===== src/rtl/glyph_rom_arbiter_pkg.sv =====
// Shared constants, FSM encoding and requester indices for the glyph ROM arbiter.
package glyph_rom_arbiter_pkg;

  localparam int N_REQ   = 4;
  localparam int ROWS    = 16;
  localparam int ROW_W   = 16;
  localparam int GLYPH_W = 4;
  localparam int ROW_IW  = 4;

  localparam logic [ROW_IW-1:0] LAST_ROW = ROW_IW'(ROWS - 1);

  typedef enum logic {
    ST_IDLE  = 1'b0,
    ST_BURST = 1'b1
  } state_t;

  localparam logic [1:0] P_OPA     = 2'd0;
  localparam logic [1:0] P_OPB     = 2'd1;
  localparam logic [1:0] P_DISP_HI = 2'd2;
  localparam logic [1:0] P_DISP_LO = 2'd3;

  function automatic logic [N_REQ-1:0] port_onehot(input logic [1:0] p);
    return N_REQ'(1) << p;
  endfunction

endpackage


===== src/rtl/glyph_rom.sv =====
// 256x16 synchronous-read glyph ROM: address {glyph, row}, data one cycle after the address.
module glyph_rom
  import glyph_rom_arbiter_pkg::*;
(
  input  logic             i_clk,
  input  logic             i_rst,
  input  logic             i_en,
  input  logic [7:0]       i_addr,
  output logic [ROW_W-1:0] o_rdata
);

  logic [GLYPH_W-1:0] w_g;
  logic [ROW_IW-1:0]  w_r;
  logic [ROW_W-1:0]   w_row_bits;
  logic [ROW_W-1:0]   r_data;

  assign w_g = i_addr[7:4];
  assign w_r = i_addr[3:0];

  // Pattern chosen so every row of every glyph is distinct and easy to recognise on a trace.
  assign w_row_bits = {w_g, w_r, w_g ^ w_r, ~w_g};

  always_ff @(posedge i_clk) begin
    if (i_rst) begin
      r_data <= '0;
    end else if (i_en) begin
      r_data <= w_row_bits;
    end
  end

  assign o_rdata = r_data;

endmodule


===== src/rtl/glyph_rom_arbiter.sv =====
// Four-port glyph burst arbiter: grants one requester at a time a 16-row ROM burst.
//   state    | meaning
//   ST_IDLE  | no burst in flight; every cycle is a decision point
//   ST_BURST | issuing rows 0..15; the row-15 cycle is a decision point
module glyph_rom_arbiter
  import glyph_rom_arbiter_pkg::*;
#(
  parameter int PRIO_DISP = 1
) (
  input  logic               clk,
  input  logic               rst,
  input  logic [N_REQ-1:0]   req,
  input  logic [15:0]        glyph,
  output logic [N_REQ-1:0]   ack,
  output logic               busy,
  output logic [ROW_W-1:0]   rdata,
  output logic               rvalid,
  output logic [1:0]         rid,
  output logic [ROW_IW-1:0]  rrow,
  output logic               rlast
);

  state_t             r_state;
  state_t             w_state_nxt;
  logic [ROW_IW-1:0]  r_row;
  logic [1:0]         r_owner;
  logic [GLYPH_W-1:0] r_glyph;
  logic [N_REQ-1:0]   r_ack;
  logic               r_ptr_disp;
  logic               r_ptr_op;
  logic [1:0]         r_ptr_rr;
  logic               r_rvalid;
  logic [1:0]         r_rid;
  logic [ROW_IW-1:0]  r_rrow;
  logic               r_rlast;

  logic               w_issue;
  logic               w_decide;
  logic               w_grant;
  logic [1:0]         w_win;
  logic [1:0]         w_idx;

  assign w_issue  = (r_state == ST_BURST);
  assign w_decide = (r_state == ST_IDLE) || (r_row == LAST_ROW);

  always_comb begin
    w_win = P_OPA;
    w_idx = 2'd0;
    if (PRIO_DISP != 0) begin
      if (req[P_DISP_HI] || req[P_DISP_LO]) begin
        w_win = (req[P_DISP_HI] && (!r_ptr_disp || !req[P_DISP_LO])) ? P_DISP_HI : P_DISP_LO;
      end else begin
        w_win = (req[P_OPA] && (!r_ptr_op || !req[P_OPB])) ? P_OPA : P_OPB;
      end
    end else begin
      // Scan from the farthest offset down so the nearest requester at/after the pointer wins.
      for (int i = N_REQ - 1; i >= 0; i--) begin
        w_idx = r_ptr_rr + 2'(i);
        if (req[w_idx]) w_win = w_idx;
      end
    end
  end

  always_comb begin
    w_state_nxt = r_state;
    w_grant     = 1'b0;
    if (w_decide) begin
      if (|req) begin
        w_state_nxt = ST_BURST;
        w_grant     = 1'b1;
      end else begin
        w_state_nxt = ST_IDLE;
      end
    end
  end

  always_ff @(posedge clk) begin
    if (rst) begin
      r_state    <= ST_IDLE;
      r_row      <= '0;
      r_owner    <= '0;
      r_glyph    <= '0;
      r_ack      <= '0;
      r_ptr_disp <= 1'b0;
      r_ptr_op   <= 1'b0;
      r_ptr_rr   <= 2'd0;
      r_rvalid   <= 1'b0;
      r_rid      <= '0;
      r_rrow     <= '0;
      r_rlast    <= 1'b0;
    end else begin
      r_state  <= w_state_nxt;
      r_ack    <= w_grant ? port_onehot(w_win) : '0;
      r_rvalid <= w_issue;
      r_rlast  <= w_issue && (r_row == LAST_ROW);
      if (w_issue) begin
        r_rid  <= r_owner;
        r_rrow <= r_row;
      end
      if (w_grant) begin
        r_owner <= w_win;
        r_glyph <= glyph[{w_win, 2'b00} +: GLYPH_W];
        r_row   <= '0;
        if (PRIO_DISP != 0) begin
          if (w_win[1]) r_ptr_disp <= ~w_win[0];
          else          r_ptr_op   <= ~w_win[0];
        end else begin
          r_ptr_rr <= w_win + 2'd1;
        end
      end else if (w_issue) begin
        r_row <= r_row + 1'b1;
      end
    end
  end

  glyph_rom u_glyph_rom (
    .i_clk   (clk),
    .i_rst   (rst),
    .i_en    (w_issue),
    .i_addr  ({r_glyph, r_row}),
    .o_rdata (rdata)
  );

  assign ack    = r_ack;
  assign busy   = (r_state == ST_BURST);
  assign rvalid = r_rvalid;
  assign rid    = r_rid;
  assign rrow   = r_rrow;
  assign rlast  = r_rlast;

endmodule

===== config.mk =====
export PLATFORM = sky130hd
export DESIGN_NAME = glyph_rom_arbiter
export DESIGN_NICKNAME = d
export VERILOG_FILES = /design/src/rtl/glyph_rom_arbiter_pkg.sv /design/src/rtl/glyph_rom.sv /design/src/rtl/glyph_rom_arbiter.sv
export SDC_FILE = /design/constraint.sdc
export NUM_CORES = 1
export LEC_CHECK = 0
export CAP_MARGIN = 5
export CORE_MARGIN = 1
export CORE_UTILIZATION = 48
export CTS_CLUSTER_SIZE = 30
export DETAILED_ROUTE_END_ITERATION = 10
export GPL_TIMING_DRIVEN = 0
export PLACE_DENSITY = 0.86
export SLEW_MARGIN = 20
export SYNTH_ARGS = -nofsm -noshare
export SYNTH_HDL_FRONTEND = slang
export SYNTH_SLANG_ARGS = --single-unit

===== constraint.sdc =====
create_clock -name clk -period 4.99 [get_ports clk]
set_clock_uncertainty 0.2 [all_clocks]
set_input_delay 0.998 -clock clk [delete_from_list [all_inputs] [get_ports clk]]
set_output_delay 0.998 -clock clk [all_outputs]
set_load 0.01 [all_outputs]

==> impl_metrics.tcl, run 1 <==
set metrics [dict create \
    ctsResizeCount 0 \
    setup_violations 0 \
    antenna_found_initial 0 \
    yosysWarnings 0 \
    leakage_uw 0.000840 \
    reg2reg_to "r_glyph[0]" \
    min_from "r_owner[1]" \
    clock_latency_ns 0.34 \
    hold_path_class "flip-flop to flip-flop" \
    area_growth_pct 39.5 \
    syn_inst 150 \
    wl_per_cell_um 13.0 \
    timing.final.crit_share_pct 52.3 \
    drv_slew 0 \
    period_needed_ns 2.61 \
    synth_cell_types 30 \
    ir_drop_mv 0.201 \
    crit_type "primary input to flip-flop" \
    die_h_um 58.1 \
    fmax_mhz 383 \
    clkTransAtPathRegs_ns 0.11 \
    cts_tree "built" \
    worstReg2RegStart "r_row[1]" \
    crit_path_max_fanout 8 \
    synth-edff-count 0 \
    rsz0062_at_grt "false" \
    seq_area_frac_synth_pct 49.0 \
    grt_pass1_vias 1220 \
    core_area_sq_mm 0.00303 \
    overflow 0 \
    place_congestion 0.797 \
    run_status "completed" \
    cts_buffers 5 \
    drive_above_1_share_pct 10.6 \
    finalSetupTns_ns 0 \
    ant_nets 0 \
    via_per_inst 5.04 \
    whs_ns 0.294 \
    worst_pin_slew_ns 0.578 \
    synth_flop_cell "dfxtp_1" \
    die_w_um 58.1 \
    diodes 0 \
    worst_slack_ns 2.38 \
    rows 20 \
    io_pins 51 \
    fill_cells 239 \
    grt_usage_pct 21.5 \
    grt_max_degree 12 \
    critPathLaunchType "primary input" \
    cts-root-buf "clkbuf_4" \
    io_buffers 49 \
    whs_path_depth 2 \
    grt_pass1_wl_um 5410 \
    wirelength_um 3270 \
    cts.sinks 37 \
    r2r_slack_ns 2.97 \
    cp.arrival_ns 2.63 \
    max_slew_margin_pct 61.2 \
    die_area_sq_mm 0.00338 \
    postSynthAreaPerCell_sq_um 10.1 \
    drtIter0Drc 41 \
    clock_path_buffers 2 \
    synth_nets 173 \
    synth_seq_cells 37 \
    rr_worst_depth 5 \
    cts_setup_buffers 0 \
    place_ws_ns 2.08 \
    hold_viol 0 \
    slowest_delay_ns 0.47 \
    required_ns 5.01 \
    powerDensity_mw_per_mm2 271 \
    cts_max_level 2 \
    max_cap_violations 0 \
    slowest_stage "clkdlybuf4s50_1" \
    worstSetupStartpoint "req[0]" \
    endpoint "r_glyph[0]" \
    crit_chain "clkdlybuf4s50_1, a21boi_1, a21oi_1, o211ai_1, o221ai_1" \
    drc 0 \
    async_flop_share_pct 0 \
    vias 1265 \
    dpl.hpwl_um 2480 \
    cts_hold_buf 0 \
    initial_core_util_pct 50.0 \
    cp-end-kind "flip-flop" \
    nets 229 \
    first_pass_iters 4 \
    synth.cell_area_sq_mm 0.00151 \
]
==> how the worst min path moves through the flow <==
stage,end,slack (ns)
finish,r_owner[1],0.29
global route,r_owner[1],0.31
CTS,r_owner[1],0.29
detailed placement,r_owner[1],0.28
global placement,r_owner[1],0.26
floorplan,r_owner[1],0.24
==> worst max-delay path: cells and delay by family <==
family | cells | cell delay [ns]
AOI/OAI and AO/OA | 4 | 1.15
buffers and inverters | 1 | 0.47
==> synth_stat cells (2+ instances only) <==
master	number	area, sq um
o221ai_1	4	35.0
inv_1	7	26.3
nor2_1	30	113
clkbuf_1	3	11.3
nand2_1	2	7.51
mux2i_1	20	200
o211ai_1	4	30.0
a211o_1	4	35.0
a211oi_1	6	45.0
xnor2_1	5	43.8
buf_4	4	30.0
a21oi_1	2	10.0
buf_2	5	25.0
xor2_1	2	17.5
dfxtp_1	37	741
==> metrics by stage <==
| step | power (uW) | cells | utilization (%) | cell area, sq um |
|---|---|---|---|---|
| detailed placement | 429 | 243 | 68.0 | 2060 |
| floorplan | 379 | 150 | - | 1510 |
| global route | 602 | 251 | 69.7 | 2110 |
| CTS | 575 | 251 | 69.7 | 2110 |
| finish | 571 | 251 | 69.7 | 2110 |
| global placement | 425 | 243 | 68.0 | 2060 |
==> per-layer routing <==
metal / GRT usage [%] / up-vias / share of wire (%)
li1: - / 630 / -
met1: 25.1 / 586 / 43
met2: 36.6 / 45 / 50
met3: 8.04 / 4 / 5.7
met4: 6.46 / 0 / 0.64
met5: 0 / - / 0
==> cell usage in the layout (no fill, tap or decap), types with 2 or more instances in the layout <==
cell,n
o221ai_1,4
a21oi_1,2
nor2_1,30
buf_4,4
clkbuf_1,4
clkinv_2,2
a211oi_1,6
inv_1,7
o211ai_1,4
clkbuf_4,5
mux2i_1,20
a211o_1,4
clkdlybuf4s50_1,49
dfxtp_1,37
buf_2,5
xnor2_1,5
xor2_1,2
nand2_1,2
==> where the power goes <==
group	switching (uW)	internal [uW]
registers	11.7	311
logic	43.8	55.4
clock network	95.2	53.7
total	151	420
==> kinds of logic after synthesis <==
logic type / share of synthesized area [%]
AND/OR/NAND/NOR: 11.0
flip-flops: 49.0
AO/OA/AOI/OAI: 15.8
multiplexers: 13.2
buffers and inverters: 6.12
XOR/XNOR: 4.05
adder cells (fa/ha/maj): 0.827
==> sequential cells by signal, indices dropped and copies added (netlist names) <==
name / flops
ack: 4
busy: 1
r_glyph: 4
r_owner: 2
r_ptr_disp: 1
r_ptr_op: 1
r_row: 4
rid: 2
rlast: 1
rrow: 3
rvalid: 1
u_glyph_rom.o_rdata: 13
==> final cells by class <==
| cell class | count | area, sq um | area share [%] |
|---|---|---|---|
| clock buffer | 6 | 41.3 | 1.96 |
| tap | 44 | 55.1 | 2.61 |
| timing repair buffer | 49 | 490 | 23.3 |
| buffer | 12 | 66.3 | 3.14 |
| sequential | 37 | 741 | 35.1 |
| clock inverter | 2 | 10.0 | 0.474 |
| inverter | 7 | 26.3 | 1.25 |
| multi-input combinational | 94 | 679 | 32.2 |
(Power assumes the default switching activity.)
==> inputs of run 2 (changes only) <==
Settings changed: CORE_UTILIZATION 48 to 40, PLACE_DENSITY 0.86 to 0.76.
Clock period 4.99 ns to 2.2 ns, I/O delays scaled along.
==> run 2 against run 1 <==
Compared with the run above:
- first-iteration DRC count up 27%
- total power up 150%
- setup slack worse by 2.2 ns
- global-route usage down 4.1 points
- final cell count up 0.80%
- critical path depth unchanged
- hold slack worse by 0.0090 ns
- combinational power up 130%
- count of clock-buffer cells in the layout up 2
- register-to-register slack worse by 2.8 ns
- critical path type unchanged
- largest power group unchanged
- highest routed layer unchanged
==> impl_metrics.tcl, run 2 (synthesis gave the netlist of run 1 again) <==
set metrics [dict create \
    run_status "completed" \
    crit_chain "clkdlybuf4s50_1, inv_1, a21oi_1, o211ai_1, o221ai_1" \
    fin_cells 253 \
    wirelength_um 3340 \
    leakage_uw 0.000849 \
    rsz0062_at_grt "false" \
    worstReg2RegStart "r_row[0]" \
    antenna_found_initial 0 \
    drtIter0Drc 52 \
    cts.sinks 37 \
    drv_slew 0 \
    drc 0 \
    layout_commonest_cell "clkdlybuf4s50_1" \
    finish.instance_area_sq_mm 0.00215 \
    cp.arrival_ns 2.06 \
    worst_pin_slew_ns 0.658 \
    cp.buffers_inverters 2 \
    r2r_slack_ns 0.22 \
    ant_nets 0 \
    clock_latency_ns 0.28 \
    required_ns 2.20 \
    largest_reg_flops 13 \
    min_from "r_owner[1]" \
    p_sw_share_pct 24.6 \
    hold_path_class "flip-flop to flip-flop" \
    whs_endpoint "r_owner[1]" \
    powerDensity_mw_per_mm2 653 \
    max_slew_margin_pct 56.2 \
    ctsResizeCount 0 \
    reg2reg_to "r_glyph[1]" \
    grt_pass1_wl_um 5330 \
    place_congestion 0.828 \
    whs_path_depth 2 \
    cts_max_level 2 \
    max_cap_violations 0 \
    setup_violations 0 \
    die_w_um 63.5 \
    area_growth_pct 42.1 \
    rows 21 \
    p_int_uw 1060 \
    cp-end-kind "flip-flop" \
    period_needed_ns 2.06 \
    placed_cell_area_sq_mm 0.00206 \
    crit_path_max_fanout 8 \
    grt_usage_pct 17.4 \
    cts_hold_buf 0 \
    grt_max_degree 11 \
    via_per_inst 4.98 \
    critPathLaunchType "primary input" \
    cts_setup_buffers 0 \
    first_pass_iters 4 \
    overflow 0 \
    cts-root-buf "clkbuf_8" \
    dpl.hpwl_um 2540 \
    cts_tree "built" \
    die_h_um 63.5 \
    ir_drop_mv 0.312 \
    pwr-share-comb_pct 16.2 \
    clock_path_buffers 2 \
    p_sw_uw 346 \
    io_buffers 49 \
    crit_type "primary input to flip-flop" \
    hold_viol 0 \
    initial_core_util_pct 43.6 \
    io_pins 51 \
    die_area_sq_mm 0.00403 \
    vias 1260 \
    cpLargestDelayFamily "compound AO/OA/AOI/OAI gates" \
    grt_pass1_vias 1247 \
    diodes 0 \
    cts_buffers 5 \
    p_seq_share_pct 52.2 \
    core_area_sq_mm 0.00347 \
    slowest_stage "clkdlybuf4s50_1" \
    power_frac_clock_pct 31.6 \
    slowest_delay_ns 0.61 \
    power.total_uw 1400 \
    place_inst 245 \
    timing.final.crit_share_pct 93.7 \
    drive_above_1_share_pct 10.6 \
    fmax_mhz 485 \
    final_cell_mix "clkdlybuf4s50_1, dfxtp_1, nor2_1" \
    clkTransAtPathRegs_ns 0.07 \
    nets 229 \
    rr_worst_depth 5 \
    wl_per_cell_um 13.2 \
]
-- run 2: cell types whose count changed in the layout (fill, tap and decap cells not counted) --
cell,previous run,this run
clkbuf_1,4,6
clkbuf_8,0,5
a211oi_1,6,5
clkbuf_4,5,0
a21boi_2,1,2
a211oi_2,0,1
clkinv_2,2,0
a21boi_1,1,0
-- run 2: area by class of cell --
type | count | area [sq um]
well taps | 46 | 57.6
repair buffers | 49 | 490
multi-input cells | 94 | 688
clock buffers | 8 | 80.1
flip-flops and latches | 37 | 741
plain buffers | 12 | 66.3
inverters | 7 | 26.3
fillers | 328 | 1320
-- run 2: worst min-delay path, cell delays in order (launching register included) --
cell and delay, ns:
dfxtp_1 0.32, inv_1 0.05, o21ai_0 0.07
-- run 2: worst max path at each step --
stage | depth (start not counted) | endpoint | startpoint
2_1_floorplan | 5 | r_glyph[0] | r_row[0]
3_3_place_gp | 6 | r_glyph[2] | req[0]
3_5_place_dp | 5 | r_glyph[0] | req[0]
4_1_cts | 5 | r_glyph[0] | r_row[0]
5_1_grt | 5 | r_glyph[0] | req[3]
6_report | 5 | r_glyph[1] | req[3]
-- run 2: routing by layer --
layer	track usage, %	vias to the layer above	wire (um)
li1	-	631	-
met1	19.1	575	1490
met2	29.5	46	1620
met3	6.16	8	163
met4	8.52	0	72
met5	0	-	0
-- run 2: power by group through the flow --
| stage | registers [uW] | clock network, uW | logic [uW] |
|---|---|---|---|
| detailed placement | 747 | 0 | 226 |
| CTS | 732 | 453 | 227 |
| global placement | 745 | 0 | 220 |
| floorplan | 753 | 0 | 108 |
| finish | 732 | 444 | 227 |
| global route | 736 | 493 | 246 |
-- run 2: metrics by stage --
step	setup slack (ns)	utilization [%]	hold slack [ns]	setup TNS, ns
6_report	0.139	62.0	0.285	0
2_1_floorplan	0.498	-	0.243	0
3_5_place_dp	-0.156	59.4	0.277	-0.797
3_3_place_gp	-0.118	59.4	0.262	-0.537
5_1_grt	0.0826	62.0	0.312	0
4_1_cts	0.139	61.7	0.283	0
==> inputs of run 3 (changes only) <==
Settings changed: CAP_MARGIN 5 to 25, CORE_UTILIZATION 40 to 50, DONT_BUFFER_PORTS from default to 1, PLACE_DENSITY 0.76 to 0.7.
==> run 3 against run 2 <==
Compared with the run above:
- non-clock buffer count fell by 48
- setup slack improved by 0.13 ns
- cell area fell by 25%
- routed wire length fell by 13%
- sequential share of layout area rose by 11 points
- via count fell by 15%
- final cell count fell by 25%
- combinational power fell by 42%
- first-iteration DRC count fell by 5.8%
- the run now ends with design-rule violations left
- critical path depth did not move
- register-to-register slack improved by 0.05 ns
- clock power fell by 18%
- critical path type is now flip-flop to flip-flop
==> impl_metrics.tcl, run 3 (synthesis gave the netlist of run 1 again) <==
set metrics [dict create \
    clock_latency_ns 0.34 \
    crit_type "flip-flop to flip-flop" \
    critPathLaunchType "flip-flop" \
    io_pins 51 \
    drc 4 \
    die_h_um 57.0 \
    cp.arrival_ns 1.99 \
    initial_core_util_pct 53.9 \
    grt_max_degree 11 \
    worst_pin_slew_ns 0.592 \
    place_ws_ns 0.195 \
    grt_usage_pct 18.9 \
    hold_viol 0 \
    fmax_mhz 517 \
    wl_per_cell_um 15.4 \
    cts_setup_buffers 0 \
    grt_pass1_wl_um 4560 \
    wirelength_um 2900 \
    period_needed_ns 1.93 \
    worst_slack_ns 0.266 \
    crit_path_max_fanout 6 \
    max_cap_violations 0 \
    ir_drop_mv 0.447 \
    rows 19 \
    die_w_um 57.0 \
    clkTransAtPathRegs_ns 0.10 \
    core_area_sq_mm 0.00281 \
    required_ns 2.26 \
    drtIter0Drc 49 \
    cp-end-kind "flip-flop" \
    cts_buffers 5 \
    via_per_inst 5.69 \
    drv_slew 0 \
    dpl.hpwl_um 2140 \
    leakage_uw 0.000665 \
    clock_path_buffers 2 \
    cts_max_level 2 \
    rsz0062_at_grt "false" \
    setup_violations 0 \
    finalSetupTns_ns 0 \
    hold_path_class "primary input to flip-flop" \
    cts-root-buf "clkbuf_4" \
    diodes 0 \
    first_pass_iters 7 \
    vias 1075 \
    nets 181 \
    largest_reg_flops 13 \
    ant_nets 0 \
    fill_cells 253 \
    max_slew_margin_pct 60.5 \
    place_congestion 0.742 \
    final_core_util_pct 57.8 \
    overflow 0 \
    die_area_sq_mm 0.00325 \
    run_status "complete, but fails checks" \
    antenna_found_initial 0 \
    io_buffers 0 \
    drive_above_1_share_pct 13.9 \
    powerDensity_mw_per_mm2 764 \
    violations "design-rule violations" \
    fin_cells 189 \
    timing.final.crit_share_pct 87.9 \
    layout_commonest_cell "dfxtp_1" \
    final_cell_mix "dfxtp_1, nor2_1, mux2i_1" \
    grt_pass1_vias 991 \
    area_growth_pct 7.20 \
    cts.sinks 37 \
    place_inst 181 \
    cts_tree "built" \
]
## run 3: final timing paths
kind / from / cells past startpoint / slack (ns) / to
setup / recovery: r_row[0] / 5 / 0.27 / r_glyph[0]
hold / removal: req[2] / 3 / 0.09 / r_ptr_op
setup reg to reg: r_row[0] / 5 / 0.27 / r_glyph[0]
hold reg to reg: r_owner[1] / 2 / 0.29 / r_owner[1]
## run 3: metal layers
layer	global-route usage (%)	share of wire, %	up-vias
li1	-	-	536
met1	22.0	44	492
met2	29.9	46	42
met3	10.2	8.5	5
met4	6.27	1.6	0
met5	0	0	-
## run 3: worst max-delay path, stage by stage (launching register included)
cell	delay, ns
dfxtp_1	0.44
ha_1	0.22
nand3_2	0.16
a2111oi_4	0.45
nand2b_2	0.17
o221ai_1	0.20
## run 3: final cells by class
| cell class | count | area (sq um) | share of cell area (%) |
|---|---|---|---|
| sequential | 37 | 741 | 45.7 |
| multi-input combinational | 94 | 684 | 42.2 |
| buffer | 12 | 66.3 | 4.09 |
| clock buffer | 7 | 55.1 | 3.40 |
| tap | 31 | 38.8 | 2.39 |
| inverter | 7 | 26.3 | 1.62 |
| timing repair buffer | 1 | 10.0 | 0.617 |
## run 3: timing repair
action / 4_1_cts / 5_1_grt
endpoints found under the hold margin: 1 / 0
setup endpoints to repair: 0 / 3
gates resized for setup: 0 / 1
hold buffers: 1 / 0
## run 3: per-stage QoR
step	hold slack, ns	power (uW)	instance area [sq um]
finish	0.0885	1240	1620
global route	0.0977	1290	1620
CTS	0.0860	1250	1620
detailed placement	0.281	889	1550
global placement	0.264	885	1550
floorplan	0.243	860	1510
## run 3: power breakdown
part,internal [uW],switching [uW]
Clock,151,213
Combinational,59.6,71.1
Sequential,706,38.5
